### src/rtl/dmem_arbiter.sv
// dmem_arbiter: shares one single-port synchronous data memory between a CPU port and a lockable DMA/debug port
module dmem_arbiter #(
    parameter int MAX_BURST = 4,
    parameter int CNT_W     = 3
) (
    input  logic        clk,
    input  logic        rst,
    input  logic        m0_req,
    input  logic [31:0] m0_addr,
    input  logic [31:0] m0_d,
    input  logic [3:0]  m0_we,
    output logic        m0_gnt,
    output logic        m0_rvalid,
    output logic [31:0] m0_rdata,
    input  logic        m1_req,
    input  logic [31:0] m1_addr,
    input  logic [31:0] m1_d,
    input  logic [3:0]  m1_we,
    input  logic        m1_lock,
    output logic        m1_gnt,
    output logic        m1_rvalid,
    output logic [31:0] m1_rdata,
    output logic        mem_en,
    output logic [31:0] mem_addr,
    output logic [31:0] mem_d,
    output logic [3:0]  mem_we,
    input  logic [31:0] mem_q
);
    localparam logic [CNT_W-1:0] MAX_CNT = CNT_W'(MAX_BURST);
    logic             last;
    logic             locked;
    logic             locked_nxt;
    logic [CNT_W-1:0] burst_cnt;
    logic [CNT_W-1:0] burst_nxt;
    logic             r_owner0;
    logic             r_owner1;
    logic             sel0;
    logic             sel1;
    // choose the port that owns the memory this cycle: lock burst, forced yield, round-robin, single requester
    always_comb begin
        sel0 = 1'b0;
        sel1 = 1'b0;
        if (locked && m1_req) begin
            sel1 = !m0_req || (burst_cnt < MAX_CNT);
            sel0 = !sel1;
        end else if (m0_req && m1_req) begin
            sel0 = last;
            sel1 = !last;
        end else begin
            sel0 = m0_req;
            sel1 = m1_req;
        end
    end
    assign m0_gnt   = sel0 & ~rst;
    assign m1_gnt   = sel1 & ~rst;
    assign mem_en   = m0_gnt | m1_gnt;
    assign mem_addr = m0_gnt ? m0_addr : m1_gnt ? m1_addr : '0;
    assign mem_d    = m0_gnt ? m0_d    : m1_gnt ? m1_d    : '0;
    assign mem_we   = m0_gnt ? m0_we   : m1_gnt ? m1_we   : '0;
    // lock holds while port 1 keeps req and lock; burst count only tracks grants that make port 0 wait
    always_comb begin
        locked_nxt = (m1_gnt & m1_lock) | (locked & m1_req & m1_lock);
        burst_nxt  = burst_cnt;
        if (m1_gnt && (locked || m1_lock) && m0_req)
            burst_nxt = (burst_cnt >= MAX_CNT) ? MAX_CNT : burst_cnt + 1'b1;
        if (m0_gnt || !m0_req || !m1_req || !m1_lock)
            burst_nxt = '0;
    end
    // arbitration state and response ownership; reset drops any in-flight response
    always_ff @(posedge clk or posedge rst) begin
        if (rst) begin
            last      <= 1'b1;
            locked    <= 1'b0;
            burst_cnt <= '0;
            r_owner0  <= 1'b0;
            r_owner1  <= 1'b0;
        end else begin
            last      <= m1_gnt ? 1'b1 : m0_gnt ? 1'b0 : last;
            locked    <= locked_nxt;
            burst_cnt <= burst_nxt;
            r_owner0  <= m0_gnt;
            r_owner1  <= m1_gnt;
        end
    end
    assign m0_rvalid = r_owner0;
    assign m1_rvalid = r_owner1;
    assign m0_rdata  = r_owner0 ? mem_q : '0;
    assign m1_rdata  = r_owner1 ? mem_q : '0;
endmodule

### config.mk
export PLATFORM = sky130hd
export DESIGN_NAME = dmem_arbiter
export DESIGN_NICKNAME = d
export VERILOG_FILES = /design/src/rtl/dmem_arbiter.sv
export SDC_FILE = /design/constraint.sdc
export NUM_CORES = 1
export LEC_CHECK = 0
export ABC_AREA = 1
export CAP_MARGIN = 10
export CELL_PAD_IN_SITES_DETAIL_PLACEMENT = 1
export CELL_PAD_IN_SITES_GLOBAL_PLACEMENT = 1
export CORE_ASPECT_RATIO = 0.75
export CORE_UTILIZATION = 10
export CTS_CLUSTER_SIZE = 40
export DETAILED_ROUTE_END_ITERATION = 10
export PLACE_DENSITY = 0.8
export RECOVER_POWER = 50
export SLEW_MARGIN = 20
export SYNTH_ARGS = -nofsm -noshare
export SYNTH_HDL_FRONTEND = slang
export SYNTH_SLANG_ARGS = --single-unit
### constraint.sdc
create_clock -name clk -period 2.9 [get_ports clk]
set_input_delay 0.725 -clock clk [delete_from_list [all_inputs] [get_ports clk]]
set_output_delay 0.725 -clock clk [all_outputs]
set_load 0.005 [all_outputs]
==> results of run 1 <==
-- cell families after synthesis --
logic type,after synthesis,share of synthesized area (%)
buffers and inverters,94,22.0
AO/OA/AOI/OAI,5,1.41
adder cells (fa/ha/maj),2,1.41
flip-flops,7,9.97
AND/OR/NAND/NOR,293,65.2
-- registers in the layout, indices dropped and copies added (netlist names) --
register,count
burst_cnt,3
last,1
locked,1
m0_rvalid,1
m1_rvalid,1
-- cells in the final DEF (no fill, tap or decap), types with 8 or more instances in the layout --
cell	Yosys	final
buf_4	0	30
buf_6	1	11
clkbuf_2	0	29
clkdlybuf4s15_1	0	9
clkdlybuf4s50_1	0	236
dlygate4sd2_1	0	24
dlymetal6s2s_1	0	8
inv_1	72	71
nand2_1	270	267
nand2_2	10	12
-- metrics by stage --
stage / instances / hold WS (ns)
CTS: 969 / 0.511
global route: 979 / 0.554
floorplan: 401 / 0.482
finish: 979 / 0.506
detailed placement: 949 / 0.514
global placement: 949 / 0.510
-- what timing repair did --
action / in CTS / in global routing
gates resized for setup: 98 / 78
setup buffers: 12 / 10
endpoints found under the setup margin: 71 / 39
pin swaps: 2 / 3
cloned: 4 / 0
hold buffers: 0 / 0
-- layer usage --
layer / vias up / track usage, % / routed length (microns) / part of all wire, %
met5: - / 0 / 0 / 0
met2: 178 / 22.9 / 6260 / 49
met3: 8 / 3.20 / 1050 / 8.2
met4: 0 / 1.76 / 103 / 0.80
met1: 1561 / 15.9 / 5390 / 42
li1: 1812 / - / - / -
-- power groups by stage --
stage               Sequential, mW  Clock (mW)  Combinational, mW
global route                 0.111       0.248              0.850
CTS                          0.110       0.242              0.782
global placement             0.111           0              0.762
finish                       0.110       0.240              0.778
floorplan                    0.112           0              0.192
detailed placement           0.111           0              0.771
-- area by class of cell --
class | instances | share of cell area, %
clock buffer | 4 | 1.43
multi-input combinational | 300 | 22.2
sequential | 7 | 3.19
inverter | 74 | 5.25
timing repair buffer | 358 | 62.6
tap | 236 | 5.34
-- critical path, stage by stage --
cell and delay, ns:
dlygate4sd2_1 0.24, inv_2 0.08, nand2_2 0.07, nor2_4 0.14
nand2_4 0.08, inv_8 0.09, buf_6 0.12, buf_6 0.11
buf_6 0.10, nand2_1 0.05, nand2_1 0.07, clkdlybuf4s15_1 0.21
-- how the worst max path moves through the flow --
stage / cells past startpoint / slack [ns] / endpoint / start
after CTS: 10 / 0.0004 / mem_addr[23] / rst
final: 12 / 0.09 / mem_d[6] / rst
after global routing: 12 / -0.03 / mem_addr[4] / rst
after detailed placement: 9 / -0.52 / mem_addr[3] / m1_req
after global placement: 9 / -0.46 / mem_addr[3] / m1_req
after floorplan: 9 / 0.43 / mem_d[24] / rst
==> flow_metrics.tcl, run 1 <==
set metrics [dict create \
    outcome "complete, no violations" \
    grt_first_pass_wirelength_microns 18500 \
    async_flop_share_pct 100 \
    relSlewSlack_pct 76.8 \
    place_ws_ns -0.525 \
    crit_path_start_kind "input pin" \
    gp_congestion 0.786 \
    dr.pass1.iters 4 \
    holdPathStages 2 \
    design_area_sq_um 5530 \
    critPathKind "in2out" \
    placed_area_sq_um 5250 \
    grt_max_degree 34 \
    die_area_sq_um 18200 \
    drcViolationCount 0 \
    drt_iter0_drc 98 \
    grt-ovfl-total 0 \
    io_pins 310 \
    seqCellArea_sq_um 176 \
    die_x_microns 156 \
    cts_tree "yes" \
    switching_share_pct 31.3 \
    min_period_ns 2.81 \
    drive_gt1_share_pct 14.0 \
    grt_usage_pct 12.8 \
    fin_setup_tns_ns 0 \
    syn_inst 401 \
    ys_top_cells_by_area "nand2_1, inv_1, dfrtp_1, nand2_2, buf_2" \
    placementRows 41 \
    power.leakage_nw 3.18 \
    grt_pass1_vias 3504 \
    finalSetupViolCount 0 \
    yosysSeqAreaShare_pct 9.97 \
    dp_hpwl_microns 10800 \
    clock_path_buffers 2 \
    synth_edf_count 0 \
    n_antenna_cell 0 \
    crit_arrival_ns 2.09 \
    finalMaxSlewViolations 0 \
    netlist.area_leader.share_pct 57.3 \
    reg2regPathDepth 8 \
    finalHoldViolations 0 \
    cts_buffers 3 \
    holdCritPathClass "reg2reg" \
    final_core_util_pct 32.4 \
    end_kind "output port" \
    num-fill-cells 2213 \
    synth_area_sq_um 1770 \
    synth.distinct_cells 20 \
    hold_start "last" \
    synth_top_flop_cell "dfrtp_1" \
    fin_nets 919 \
    cts_root_buffer "clkbuf_16" \
    die_h_microns 117 \
    rsz0062_at_grt "yes" \
    clkLatencyLatePin_ns 0.23 \
    combPwrFrac_pct 69.0 \
    fin_total_pwr_mw 1.13 \
    fmax_mhz 355 \
    drv_cap 0 \
    initial_utilization_pct 10.4 \
    syn-num-nets 576 \
    viasPerCell 3.64 \
    finalCritPeriodShare_pct 97.0 \
    whs_endpoint "last" \
    powerDensity_nw_per_um2 204 \
    worst-path-max-fanout 5 \
    multi_input_area_sq_um 1220 \
    yosysTopAreaCell "nand2_1" \
    drt-total-wl_microns 12800 \
    portBuffers 309 \
    cellInternalPower_mw 0.774 \
    pwr-share-clk_pct 21.3 \
    setup_slack_ns 0.0861 \
    reg2reg_from "last" \
    htree_levels 1 \
    antenna_found_initial 0 \
    clock-sinks 7 \
    clk_pin_slew_worst_paths_ns 0.04 \
    yosysWarnings 0 \
    synthToLayoutAreaGrowth_pct 212 \
    rrSetupSlack_ns 1.47 \
    ys_ff_latch 7 \
    sequentialPowerShare_pct 9.8 \
    p_sw_mw 0.353 \
    yosysMostFrequentCell "nand2_1" \
    vias 3559 \
    wl_per_cell_microns 13.1 \
    final.setup_skew_ns 0.00255 \
    required_ns 2.17 \
    ir_worst_vdd_v 0.000163 \
    worst_pin_slew_ns 0.348 \
    syn_area_per_cell_sq_um 4.41 \
    antenna_left 0 \
    synth_common_cells "nand2_1, inv_1, buf_2" \
    core_area_sq_um 17100 \
    reg2reg_to "m1_rvalid" \
]
Note: power is estimated with default switching activity, not from simulation.
==> run 2: changes to the inputs <==
- CORE_MARGIN: not set -> 2
==> run 2 against run 1 <==
  * Clock power about the same
  * Clock skew grew 0.0015 ns
  * Critical endpoint is now mem_en
  * Clock-buffer cell count unchanged
  * Cell area is 0.70% higher
  * Core utilization down 0.55 points
  * Final cell count decreased by 0.20%
  * Largest cell class unchanged
  * Sequential power hardly changed
==> flow_metrics.tcl, run 2 (synthesized netlist as in run 1, its figures left out) <==
set metrics [dict create \
    cts_root_buffer "clkbuf_16" \
    setup_slack_ns 0.0687 \
    critical_path.max_stage_delay_ns 0.50 \
    initial_utilization_pct 10.1 \
    place_ws_ns -0.501 \
    grt_max_degree 34 \
    grt-ovfl-total 0 \
    pwr-share-clk_pct 21.0 \
    relSlewSlack_pct 73.6 \
    placed_cells 950 \
    sequentialPowerShare_pct 9.7 \
    fin_nets 911 \
    outcome "complete, no violations" \
    ir_worst_vdd_v 0.000159 \
    worst_pin_slew_ns 0.396 \
    crit_family "buffers and inverters" \
    die_x_microns 158 \
    dp_hpwl_microns 10900 \
    end_kind "output port" \
    crit_path_start_kind "input pin" \
    final.setup_skew_ns 0.00406 \
    holdPathStages 2 \
    finalHoldViolations 0 \
    clock-sinks 7 \
    layout_commonest_cell "nand2_1" \
    placementRows 42 \
    largest_reg_flops 3 \
    core_area_sq_um 17500 \
    gp_congestion 0.840 \
    regMostFlops "burst_cnt" \
    reg2reg_from "last" \
    final_cell_mix "nand2_1, clkdlybuf4s50_1, inv_1" \
    antenna_left 0 \
    clk_pin_slew_worst_paths_ns 0.04 \
    fmax_mhz 353 \
    cts_buffers 3 \
    cts_tree "yes" \
    viasPerCell 3.62 \
    antenna_found_initial 0 \
    die_area_sq_um 18800 \
    synthToLayoutAreaGrowth_pct 215 \
    crit_slowest_cell "clkdlybuf4s50_1" \
    grt_first_pass_wirelength_microns 18900 \
    reg2regPathDepth 7 \
    worstPathCellList "dlygate4sd2_1, inv_2, nand2_2, nor2_4, nand2_4, buf_4, buf_4, nand2_1, clkdlybuf4s50_1" \
    holdCritPathClass "reg2reg" \
    n_antenna_cell 0 \
    drt-total-wl_microns 13100 \
    grt_pass1_vias 3535 \
    die_h_microns 119 \
    drv_cap 0 \
    finalMaxSlewViolations 0 \
    portBuffers 309 \
    drt_iter0_drc 125 \
    stdcell_count 977 \
    drcViolationCount 0 \
    grt_usage_pct 12.9 \
    vias 3532 \
    crit_start "rst" \
    fin_total_pwr_mw 1.13 \
    wl_per_cell_microns 13.4 \
    critical_path_buf_inv_count 5 \
    worst-path-max-fanout 3 \
    dr.pass1.iters 4 \
    switching_share_pct 30.8 \
    crit_arrival_ns 2.11 \
    crit_top_cell "buf_4" \
    cellInternalPower_mw 0.781 \
    p_sw_mw 0.347 \
    drive_gt1_share_pct 9.93 \
    min_period_ns 2.83 \
    critPathKind "in2out" \
    powerDensity_nw_per_um2 203 \
    io_pins 310 \
    power.leakage_nw 3.14 \
    num-fill-cells 2249 \
    finalCritPeriodShare_pct 97.6 \
    htree_levels 1 \
    clock_path_buffers 2 \
    crit_cells 9 \
    clkLatencyLatePin_ns 0.23 \
    hold_start "last" \
    combPwrFrac_pct 69.3 \
    finalSetupViolCount 0 \
    required_ns 2.17 \
]
==> run 2: changes by cell type in the layout (fill, tap and decap cells not counted), moves of 4 or more <==
cell,change
buf_4,-7
dlygate4sd2_1,+28
buf_6,-7
clkbuf_2,-26
dlymetal6s2s_1,-7
buf_2,+4
buf_8,+4
==> run 2: stage by stage <==
step           area [sq um]  hold WS [ns]  setup TNS, ns  utilization [%]
2_1_floorplan          1770         0.482              0                -
3_3_place_gp           5220         0.505         -28.40             29.8
3_5_place_dp           5220         0.510         -32.21             29.8
4_1_cts                5550         0.512              0             31.7
5_1_grt                5570         0.552       -0.00947             31.8
6_report               5570         0.515              0             31.8
==> run 2: path summary, 6_finish.rpt <==
| check | to | slack, ns |
|---|---|---|
| worst min register to register | last | 0.52 |
| worst max-delay path | mem_en | 0.07 |
| worst max register to register | m1_rvalid | 1.60 |
| max in group asynchronous | last | 1.75 |
| worst min-delay path | last | 0.52 |
| min in group asynchronous | locked | 0.83 |
==> run 2: worst reg2reg max path, stage by stage, from the launching register on <==
cell     delay, ns
dfstp_2       0.52
nand2_1       0.06
nor2_2        0.15
nor2_4        0.07
nand2_4       0.10
inv_8         0.05
buf_4         0.12
buf_6         0.12
==> run 2: area by class of cell <==
type | count | area, sq um | area share (%)
Clock buffer | 4 | 78.8 | 1.42
Multi-Input combinational cell | 300 | 1220 | 21.9
Timing Repair Buffer | 350 | 3500 | 62.8
Inverter | 74 | 290 | 5.21
Sequential cell | 7 | 176 | 3.17
Tap cell | 242 | 303 | 5.44
==> run 2: power by group through the flow <==
stage / clock [mW] / sequential (mW) / combinational, mW
floorplan: 0 / 0.112 / 0.192
global placement: 0 / 0.110 / 0.753
detailed placement: 0 / 0.111 / 0.761
CTS: 0.239 / 0.109 / 0.791
global route: 0.248 / 0.110 / 0.851
finish: 0.237 / 0.109 / 0.781
==> run 2: what timing repair did <==
action,4_1_cts,5_1_grt
gates resized for setup,119,14
hold buffers,0,0
hold endpoints to repair,0,0
setup endpoints to repair,71,25
pin swaps,4,0
gates cloned,5,0
setup buffers,18,1
==> run 2: layer usage <==
| metal | global-route usage, % | up-vias | part of all wire (%) |
|---|---|---|---|
| met2 | 24.4 | 194 | 49 |
| met4 | 1.88 | 0 | 1.0 |
| met3 | 3.46 | 10 | 9.8 |
| met5 | 0 | - | 0 |
| li1 | - | 1796 | - |
| met1 | 14.6 | 1532 | 40 |
==> run 3: changes to the inputs <==
- ABC_CLOCK_PERIOD_IN_PS: not set -> 3600
- CORE_UTILIZATION: 10 -> 11
- PLACE_DENSITY: 0.8 -> 0.87
- clock period: 2.9 -> 3.6 ns (I/O delays scaled with it)
==> run 3 against run 2 <==
  * Cell area shrank 3.3%
  * Register-to-register slack gained 0.61 ns
  * Flip-flop and latch count did not move
  * Final cell count down 4.9%
  * Via count shrank 2.2%
  * Combinational power down 21%
  * Core utilization is 2.1 points higher
  * Die area down 8.8%
==> flow_metrics.tcl, run 3 (synthesized netlist as in run 1, its figures left out) <==
set metrics [dict create \
    regMostFlops "burst_cnt" \
    final.setup_skew_ns 0.00293 \
    die_x_microns 150 \
    grt-ovfl-total 0 \
    clock-sinks 7 \
    ir_worst_vdd_v 0.000156 \
    clk_pin_slew_worst_paths_ns 0.04 \
    htree_levels 1 \
    end_kind "output port" \
    fmax_mhz 283 \
    finalCritPeriodShare_pct 98.3 \
    fin_total_pwr_mw 0.893 \
    core_area_sq_um 15900 \
    die_h_microns 114 \
    clkLatencyLatePin_ns 0.23 \
    drive_gt1_share_pct 6.12 \
    cts_buffers 3 \
    hold_slack_ns 0.527 \
    finalHoldViolations 0 \
    antenna_found_initial 0 \
    finalMaxSlewViolations 0 \
    cts_root_buffer "clkbuf_16" \
    clock_path_buffers 2 \
    placementRows 40 \
    critical_path.max_stage_delay_ns 0.52 \
    final_core_util_pct 33.9 \
    io_pins 310 \
    grt_first_pass_wirelength_microns 17200 \
    powerDensity_nw_per_um2 166 \
    drcViolationCount 0 \
    rrSetupSlack_ns 2.21 \
    initial_utilization_pct 11.2 \
    final_cell_mix "clkdlybuf4s50_1, nand2_1, inv_1" \
    grt_max_degree 34 \
    synthToLayoutAreaGrowth_pct 204 \
    antenna_left 0 \
    worst_pin_slew_ns 0.396 \
    die_area_sq_um 17100 \
    drv_cap 0 \
    cts_tree "yes" \
    crit_arrival_ns 2.64 \
    drt_iter0_drc 50 \
    crit_slowest_cell "clkdlybuf4s50_1" \
    largest_reg_flops 3 \
    critPathKind "in2out" \
    gp_congestion 0.823 \
    portBuffers 309 \
    wl_per_cell_microns 13.1 \
    required_ns 2.70 \
    rsz0062_at_grt "yes" \
    dr.pass1.iters 4 \
    power.leakage_nw 2.97 \
    grt_pass1_vias 3449 \
    crit_path_start_kind "input pin" \
    holdCritPathClass "reg2reg" \
    place_ws_ns -0.182 \
    relSlewSlack_pct 73.6 \
    fin_nets 895 \
    holdBufCountCts 0 \
    dp_hpwl_microns 10600 \
    worst-path-max-fanout 10 \
    layout_commonest_cell "clkdlybuf4s50_1" \
    n_antenna_cell 0 \
    worstPathCellList "clkdlybuf4s50_1, inv_2, nand2_1, nor2_4, nand2_4, clkinv_8, clkbuf_16, nand2_2, nand2_1, clkdlybuf4s50_1" \
    setup_slack_ns 0.0625 \
    viasPerCell 3.72 \
    vias 3454 \
    finalSetupViolCount 0 \
    outcome "complete, no violations" \
    min_period_ns 3.54 \
    grt_usage_pct 12.5 \
    drt-total-wl_microns 12200 \
]
-- run 3: cell type report --
type / count / area [sq um]
Inverter: 74 / 293
Timing Repair Buffer: 333 / 3350
Timing Repair inverter: 1 / 8.76
Multi-Input combinational cell: 300 / 1210
Tap cell: 210 / 263
Clock buffer: 4 / 78.8
Sequential cell: 7 / 176
Fill cell: 2006 / 10500
-- run 3: per-stage QoR --
step | area, sq um | TNS, ns | cells
2_1_floorplan | 1770 | 0 | 401
3_3_place_gp | 5180 | -5.84 | 919
3_5_place_dp | 5180 | -8.10 | 919
4_1_cts | 5290 | -0.00409 | 926
5_1_grt | 5380 | -0.165 | 929
6_report | 5380 | 0 | 929
-- run 3: worst max-delay path, delay by kind of cell --
kind                   cells  cell delay [ns]
and+or+nand+nor            5             0.43
buffers and inverters      5             1.29
-- run 3: path summary, 6_finish.rpt --
path,end,from,cells after the start
max in group asynchronous,last,rst,4
min in group asynchronous,locked,rst,4
worst min register to register,last,last,2
worst max register to register,burst_cnt[1],last,8
worst min-delay path,last,last,2
worst max-delay path,mem_d[16],rst,10
-- run 3: what timing repair did --
item / in CTS / in global routing
setup endpoints to repair: 66 / 63
gates cloned: 1 / 1
pin swaps: 0 / 2
resized for setup: 10 / 18
setup buffers: 2 / 2
-- run 3: per-layer routing --
layer	GRT usage (%)	up-vias	share of wire (%)
met5	0	-	0
met4	1.38	0	0.71
met1	13.5	1508	38
li1	-	1762	-
met2	24.5	178	51
met3	3.56	6	11
-- run 3: power breakdown --
part / internal, mW / leakage, nW / switching [mW]
clock network: 0.147 / 0.0382 / 0.0410
logic: 0.393 / 2.84 / 0.223
registers: 0.0855 / 0.0923 / 0.00305
